**src/rtl/vfpu_op_issue.sv**
```systemverilog
// vfpu_op_issue: operand issue queue between the op driver and the VFPU core.
// Buffers {ins, a, b, c} in a DEPTH-entry FIFO feeding one output register stage,
// issues with a valid/ready handshake, and holds issue off for BUSY_CYC cycles
// after a divide or square root.
// Ports:
//   clk, rst                     clock, asynchronous active-high reset
//   op_vld, vfpu_ins, operand_*  upstream op; op_rdy high while the FIFO is not full
//   core_vld, core_ins, core_*   issued op; core_rdy is the core's accept
//   fifo_cnt                     FIFO occupancy (output stage not included)
//   ovf_err                      sticky: op offered while op_rdy was low
//   issue_cnt                    wrapping handshake counter, only when
//                                VFPU_ISSUE_CNT_EN is defined, otherwise 0
module vfpu_op_issue #(
    parameter int               DEPTH    = 4,
    parameter int               DW       = 32,
    parameter int               INS_W    = 6,
    parameter logic [INS_W-1:0] DIV_OPC  = 6'd4,
    parameter logic [INS_W-1:0] SQRT_OPC = 6'd5,
    parameter int               BUSY_CYC = 8
) (
    input  logic                     clk,
    input  logic                     rst,
    input  logic                     op_vld,
    input  logic [INS_W-1:0]         vfpu_ins,
    input  logic [DW-1:0]            operand_a,
    input  logic [DW-1:0]            operand_b,
    input  logic [DW-1:0]            operand_c,
    output logic                     op_rdy,
    output logic                     core_vld,
    output logic [INS_W-1:0]         core_ins,
    output logic [DW-1:0]            core_a,
    output logic [DW-1:0]            core_b,
    output logic [DW-1:0]            core_c,
    input  logic                     core_rdy,
    output logic [$clog2(DEPTH):0]   fifo_cnt,
    output logic                     ovf_err,
    output logic [15:0]              issue_cnt
);
    localparam int AW = $clog2(DEPTH);
    localparam int CW = AW + 1;
    localparam int BW = $clog2(BUSY_CYC + 1);
    localparam int EW = INS_W + 3 * DW;

    typedef enum logic [1:0] {IDLE, VALID, BLOCK} state_t;

    logic [EW-1:0] mem [DEPTH];
    logic [AW-1:0] wp, rp;
    logic [CW-1:0] cnt;
    logic [BW-1:0] blk;
    state_t        st, nst;
    logic          push, pop, hs, long_op, nempty;

    assign op_rdy   = cnt != CW'(DEPTH);
    assign fifo_cnt = cnt;
    assign push     = op_vld && op_rdy;
    assign nempty   = cnt != '0;
    assign hs       = core_vld && core_rdy;
    assign long_op  = core_ins == DIV_OPC || core_ins == SQRT_OPC;

    always_ff @(posedge clk or posedge rst)
        if (rst) st <= IDLE;
        else st <= nst;

    always_comb begin
        nst = st;
        pop = 1'b0;
        case (st)
            IDLE: begin
                nst = nempty ? VALID : IDLE;
                pop = nempty;
            end
            VALID: if (hs) begin
                nst = long_op ? BLOCK : (nempty ? VALID : IDLE);
                pop = !long_op && nempty;
            end
            BLOCK: if (blk == '0) begin
                nst = nempty ? VALID : IDLE;
                pop = nempty;
            end
            default: nst = IDLE;
        endcase
    end

    always_comb core_vld = st == VALID;

    // Storage needs no reset: the pointers and count alone define what is valid.
    always_ff @(posedge clk)
        if (push) mem[wp] <= {vfpu_ins, operand_a, operand_b, operand_c};

    always_ff @(posedge clk or posedge rst)
        if (rst) begin
            wp      <= '0;
            rp      <= '0;
            cnt     <= '0;
            blk     <= '0;
            ovf_err <= 1'b0;
            {core_ins, core_a, core_b, core_c} <= '0;
        end else begin
            wp      <= push ? wp + 1'b1 : wp;
            rp      <= pop ? rp + 1'b1 : rp;
            cnt     <= cnt + CW'(push) - CW'(pop);
            ovf_err <= ovf_err || (op_vld && !op_rdy);
            if (pop) {core_ins, core_a, core_b, core_c} <= mem[rp];
            // Loaded on a long-op issue; reaching zero releases the block on the next edge.
            if (st == VALID && hs && long_op) blk <= BW'(BUSY_CYC - 1);
            else if (st == BLOCK && blk != '0) blk <= blk - 1'b1;
        end

`ifdef VFPU_ISSUE_CNT_EN
    logic [15:0] ic;
    always_ff @(posedge clk or posedge rst)
        if (rst) ic <= '0;
        else if (hs) ic <= ic + 16'd1;
    assign issue_cnt = ic;
`else
    assign issue_cnt = '0;
`endif
endmodule

```
**config.mk**
```make
export PLATFORM = sky130hd
export DESIGN_NAME = vfpu_op_issue
export DESIGN_NICKNAME = d
export VERILOG_FILES = /design/src/rtl/vfpu_op_issue.sv
export SDC_FILE = /design/constraint.sdc
export NUM_CORES = 1
export LEC_CHECK = 0
export CORE_UTILIZATION = 58
export CTS_BUF_LIST = sky130_fd_sc_hd__clkbuf_8
export CTS_CLUSTER_DIAMETER = 200
export DETAILED_ROUTE_END_ITERATION = 10
export GPL_TIMING_DRIVEN = 0
export PLACE_DENSITY = 0.82
export SKIP_LAST_GASP = 1
export SYNTH_ARGS = -nofsm -noshare
export SYNTH_HDL_FRONTEND = slang
export SYNTH_SLANG_ARGS = --single-unit
```
**constraint.sdc**
```tcl
create_clock -name clk -period 5 [get_ports clk]
set_input_delay 0.5 -clock clk [delete_from_list [all_inputs] [get_ports clk]]
set_output_delay 0.5 -clock clk [all_outputs]
set_load 0.02 [all_outputs]
```
==> flow_summary.toml, run 1 <==
[timing]
skew_ps = 25.28
tightestPinTransition_ps = 806.2
hold_viol = 0
fin_crit_sh_pct = 61.50
max_slew_margin_pct = 46.26
layout_min_cycle_time_ps = 3075
slew_viol_final = 0
rsz0062_at_grt = "no"
fmax_mhz = 325.2
finalSetupViolCount = 0
post-route-worst-setup-slack_ps = 1925
setup_tns_ps = 0

[layout]
syn2layout_area_growth_pct = 22.90
final_nets = 1273
n_antenna_cell = 0
fin_cells = 1664
drive_above_1_share_pct = 29.54

[placement]
gp_congestion = 0.7134
hpwl_um = 22910
port_buffers = 213
dpl.cell_count = 1519
pre_cts_slack_ps = 1670

[global_route]
grt_max_degree = 64
grt.overflow.total = 0
grt_pass1_wl_um = 56260
first_global_vias = 10030
antenna_found_initial = 1
track_usage_pct = 22.44

[critical_path]
cp_num_buf_inv = 5
cp.required_ps = 5470
cp_max_fo = 10
cp-startpoint = "blk[1]"
cp_cell_sequence = "inv_1, ha_1, or3b_4, a21oi_2, o21ai_2, buf_6, buf_6, inv_1, ha_1, inv_1, ha_1, fa_1, xnor2_1"
slowest_delay_ps = 410
cp_top_family = "adder cells"
r2r-start = "blk[1]"
crit_type = "register to register"
cp_slowest_cell = "o21ai_2"
cp-start-kind = "register"
path_depth = 13
end_kind = "register"
crit_arrival_ps = 3550
rr_worst_depth = 13

[synthesis]
yosysMostFrequentCell = "edfxtp_1"
synth_top_area_share_pct = 62.59
ys_ff_latch = 524
post_synth_inst_count = 840
synth_top_flop_cell = "edfxtp_1"
synth_area_um2 = 19570
synthArstFlopShare_pct = 22.14
synth_common_cells = "408 x edfxtp_1, 116 x dfrtp_1, 102 x mux4_2, 58 x mux2_4, 45 x mux2_2"
ys_top_cells_by_area = "edfxtp_1 63%, dfrtp_1 15%, mux4_2 12%"
seq_area_frac_synth_pct = 77.42
synth_top_area_cell = "edfxtp_1"
yosys_warnings = 0
syn_area_per_cell_um2 = 23.30
synth_edf_count = 408
yosysUniqueCellTypes = 36

[die]
io_pins = 230
die_h_um = 185.7
die_w_um = 185.7
fp.coreArea_um2 = 32870
row_count = 66
fp.dieArea_um2 = 34490
start_util_pct = 59.56

[pwr]
finalPower_mw = 14.94
p_per_area_nw_per_um2 = 621.2
leakage_nw = 8.711
vdd_drop_max_mv = 0.4004

[cts]
clock_latency_ps = 600
cts-htree-levels = 3
cts_resized = 0
cts_setup_buffers = 0
cts_max_path_buffers = 3
cts_tree = "built"
holdBufCountCts = 0
cts.clk_slew.worst_paths_ps = 60
cts.sinks = 524
numCtsBuffers = 80
root_buffer = "clkbuf_8"

[drt]
routed_wl_um = 37110
wl_per_cell_um = 22.30
num_vias = 9193
avgViaCountPerCell = 5.525
ant_nets = 0
drtIter0Drc = 596
drc = 0
firstDrtPassIters = 4

[hold_path]
worstHoldPathType = "input port to asynchronous set/reset pin"

[status]
status = "completed"

[run]
cap_violations = 0
through the flow:
stage	utilization, %	area, um2	hold WS [ps]
2_1_floorplan	-	19630	498.0
3_3_place_gp	67.90	22320	451.9
3_5_place_dp	68.70	22580	462.4
4_1_cts	73.19	24060	361.1
5_1_grt	73.19	24060	396.9
6_report	73.19	24060	354.5
where the power goes:
part	switching (mW)	internal, mW
Sequential	0.461	5.95
Clock	1.55	1.66
Combinational	2.49	2.83
Total	4.50	10.4
worst paths after layout:
path | to | slack, ps
max | fifo_cnt[2] | 1930
min | fifo_cnt[0] | 350
max reg2reg | fifo_cnt[2] | 1930
min reg2reg | ovf_err | 470
max in group asynchronous | core_a[14] | 3870
min in group clk | ovf_err | 470
logic make-up (layout without fill, tap and decap cells):
kind of cell               count (synthesis)  after routing  synth area share (%)
AOI/OAI and AO/OA                          9              9                0.3964
xor gates and xnor gates                   7              7                0.3132
adders and majority gates                  8              8                0.5497
buffers and inverters                     61            428                 1.841
DFF                                      524            524                 77.42
muxes                                    205            205                 18.77
other                                      1             16               0.01916
and+or+nand+nor                           25             25                0.6840
area by class of cell:
type	count	area, um2
Tap cell	442	553.0
Fill cell	1907	8811
Sequential cell	524	15150
Timing Repair Buffer	222	2372
Clock buffer	91	1252
Buffer	50	319.1
Clock inverter	54	222.7
Inverter	11	46.29
Multi-Input combinational cell	270	4135
sequential cells by signal, indices dropped and copies added, names as in the netlist:
signal / flops
mem: 408
core_a: 32
core_b: 32
core_c: 32
core_ins: 6
blk: 4
fifo_cnt: 3
rp: 2
st: 2
wp: 2
ovf_err: 1
layout by cell type (no fill, tap or decap), types with 8 or more instances in the layout:
| cell | count |
|---|---|
| buf_16 | 8 |
| buf_2 | 15 |
| buf_4 | 16 |
| clkbuf_1 | 11 |
| clkbuf_8 | 91 |
| clkdlybuf4s50_1 | 213 |
| clkinv_1 | 9 |
| conb_1 | 16 |
| dfrtp_1 | 116 |
| edfxtp_1 | 408 |
| inv_1 | 46 |
| mux2_2 | 45 |
| mux2_4 | 58 |
| mux4_2 | 102 |
| nand2_1 | 8 |
metal layers:
layer | routed length [um] | vias up | GRT usage, %
li1 | - | 4030 | -
met1 | 14920 | 4784 | 28.85
met2 | 18940 | 310 | 37.60
met3 | 2444 | 67 | 5.713
met4 | 783 | 2 | 7.443
met5 | 17 | - | 0
No activity file was read; power rests on OpenSTA's default activity.
==> run 2, diff against run 1 <==
==> constraint.sdc (replaced) <==
create_clock -name clk -period 3.2 [get_ports clk]
set_input_delay 0.32 -clock clk [delete_from_list [all_inputs] [get_ports clk]]
set_output_delay 0.32 -clock clk [all_outputs]
set_load 0.02 [all_outputs]
==> run 2 against run 1 <==
  * Routed wire length grew 0.83%
  * Die area is the same
  * Sequential power grew 56%
  * Largest cell class unchanged
  * Highest routed layer unchanged
==> flow_summary.toml, run 2 (synthesized netlist as in run 1, its figures left out) <==
[critical_path]
cp_top_family = "adder cells"
crit_arrival_ps = 3470
r2r-start = "blk[0]"
slowest_delay_ps = 420
cp.required_ps = 3690
cp-startpoint = "blk[0]"
cp_num_buf_inv = 5
crit_type = "register to register"
path_depth = 13
rr_worst_depth = 13
end_kind = "register"
cp_slowest_cell = "fa_1"
cp-start-kind = "register"
r2r-end = "fifo_cnt[2]"
rrSetupSlack_ps = 230
cp_max_fo = 10
cp_cell_sequence = "inv_1, ha_1, or3b_4, a21oi_2, o21ai_4, buf_6, buf_6, inv_1, ha_1, inv_1, ha_1, fa_1, xnor2_1"
cp-endpoint = "fifo_cnt[2]"

[die]
start_util_pct = 59.56
fp.coreArea_um2 = 32870
row_count = 66
die_w_um = 185.7
fp.dieArea_um2 = 34490
io_pins = 230
die_h_um = 185.7

[layout]
final_cell_mix = "408 x edfxtp_1, 213 x clkdlybuf4s50_1, 116 x dfrtp_1, 102 x mux4_2, 95 x clkbuf_8"
fin_cells = 1667
largest_reg_flops = 408
final_nets = 1274
layout_commonest_cell = "edfxtp_1"
syn2layout_area_growth_pct = 23.20
drive_above_1_share_pct = 29.60
top_register = "mem"

[drt]
routed_wl_um = 37420
num_vias = 9276
wl_per_cell_um = 22.45
drtIter0Drc = 499
wl_met1_um = 15510
avgViaCountPerCell = 5.564
routed.top_layer = "met5"
met2RoutedLength_um = 18600
drc = 0
firstDrtPassIters = 4
met3_length_um = 2520
ant_nets = 0

[cts]
cts.clk_slew.worst_paths_ps = 70
clock_latency_ps = 600
holdBufCountCts = 0
root_buffer = "clkbuf_8"
cts.sinks = 524
cts_max_path_buffers = 3
cts_tree = "built"
cts-htree-levels = 3
numCtsBuffers = 81

[timing]
rsz0062_at_grt = "no"
slew_viol_final = 0
layout_min_cycle_time_ps = 2974
tightestPinTransition_ps = 880.4
finalSetupViolCount = 0
post-route-worst-setup-slack_ps = 226.0
fmax_mhz = 336.2
skew_ps = 22.31
fin_crit_sh_pct = 92.94
hold_viol = 0
max_slew_margin_pct = 41.31
setup_tns_ps = 0
whs_ps = 193.5

[placement]
port_buffers = 213
pre_cts_slack_ps = 12.23
gp_congestion = 0.7324
hpwl_um = 23060
dpl.cell_count = 1519

[pwr]
vdd_drop_max_mv = 0.6705
p_per_area_nw_per_um2 = 975.5
leakage_nw = 8.745
finalPower_mw = 23.52

[global_route]
track_usage_pct = 22.61
grt.overflow.total = 0
antenna_found_initial = 4
grt_pass1_wl_um = 56820
first_global_vias = 9973
grt_max_degree = 54

[hold_path]
worstHoldPathType = "input port to asynchronous set/reset pin"

[run]
cap_violations = 0

[status]
status = "completed"
-- run 2: per-layer routing --
layer  vias to the layer above  global-route usage (%)
met5                         -                       0
met4                         2                   7.574
met2                       313                   36.97
met3                        65                   6.104
li1                       4032                       -
met1                      4864                   29.66
-- run 2: cell type report --
class | count | area [um2]
multi-input cells | 270 | 4143
repair buffers | 222 | 2357
inverters | 11 | 45.04
clock buffers | 95 | 1308
well taps | 442 | 553.0
plain buffers | 50 | 319.1
fillers | 1922 | 8752
flip-flops and latches | 524 | 15150
clock inverters | 51 | 230.2
diodes | 2 | 5.005
-- run 2: through the flow --
stage	util [%]	instance area, um2
floorplan	-	19640
global placement	67.92	22320
detailed placement	68.65	22560
CTS	73.33	24100
global route	73.36	24110
finish	73.37	24110
-- run 2: power breakdown --
part           switching, mW  leakage, nW  internal (mW)
sequential             0.715         5.09           9.30
combinational           3.92         2.72           4.39
clock                   2.43        0.931           2.77
-- run 2: how the worst min path moves through the flow --
stage / start / to / slack (ps) / depth (start not counted)
6_report: rst / core_b[9] / 190 / 2
5_1_grt: rst / core_b[9] / 210 / 2
4_1_cts: rst / core_b[30] / 170 / 2
3_5_place_dp: ovf_err / ovf_err / 450 / 1
3_3_place_gp: ovf_err / ovf_err / 450 / 1
2_1_floorplan: operand_c[0] / mem[0][0] / 420 / 0
-- run 2: timing repair --
action,in CTS,in global routing
endpoints found under the setup margin,0,1
buffers inserted,0,0
resized for setup,0,1
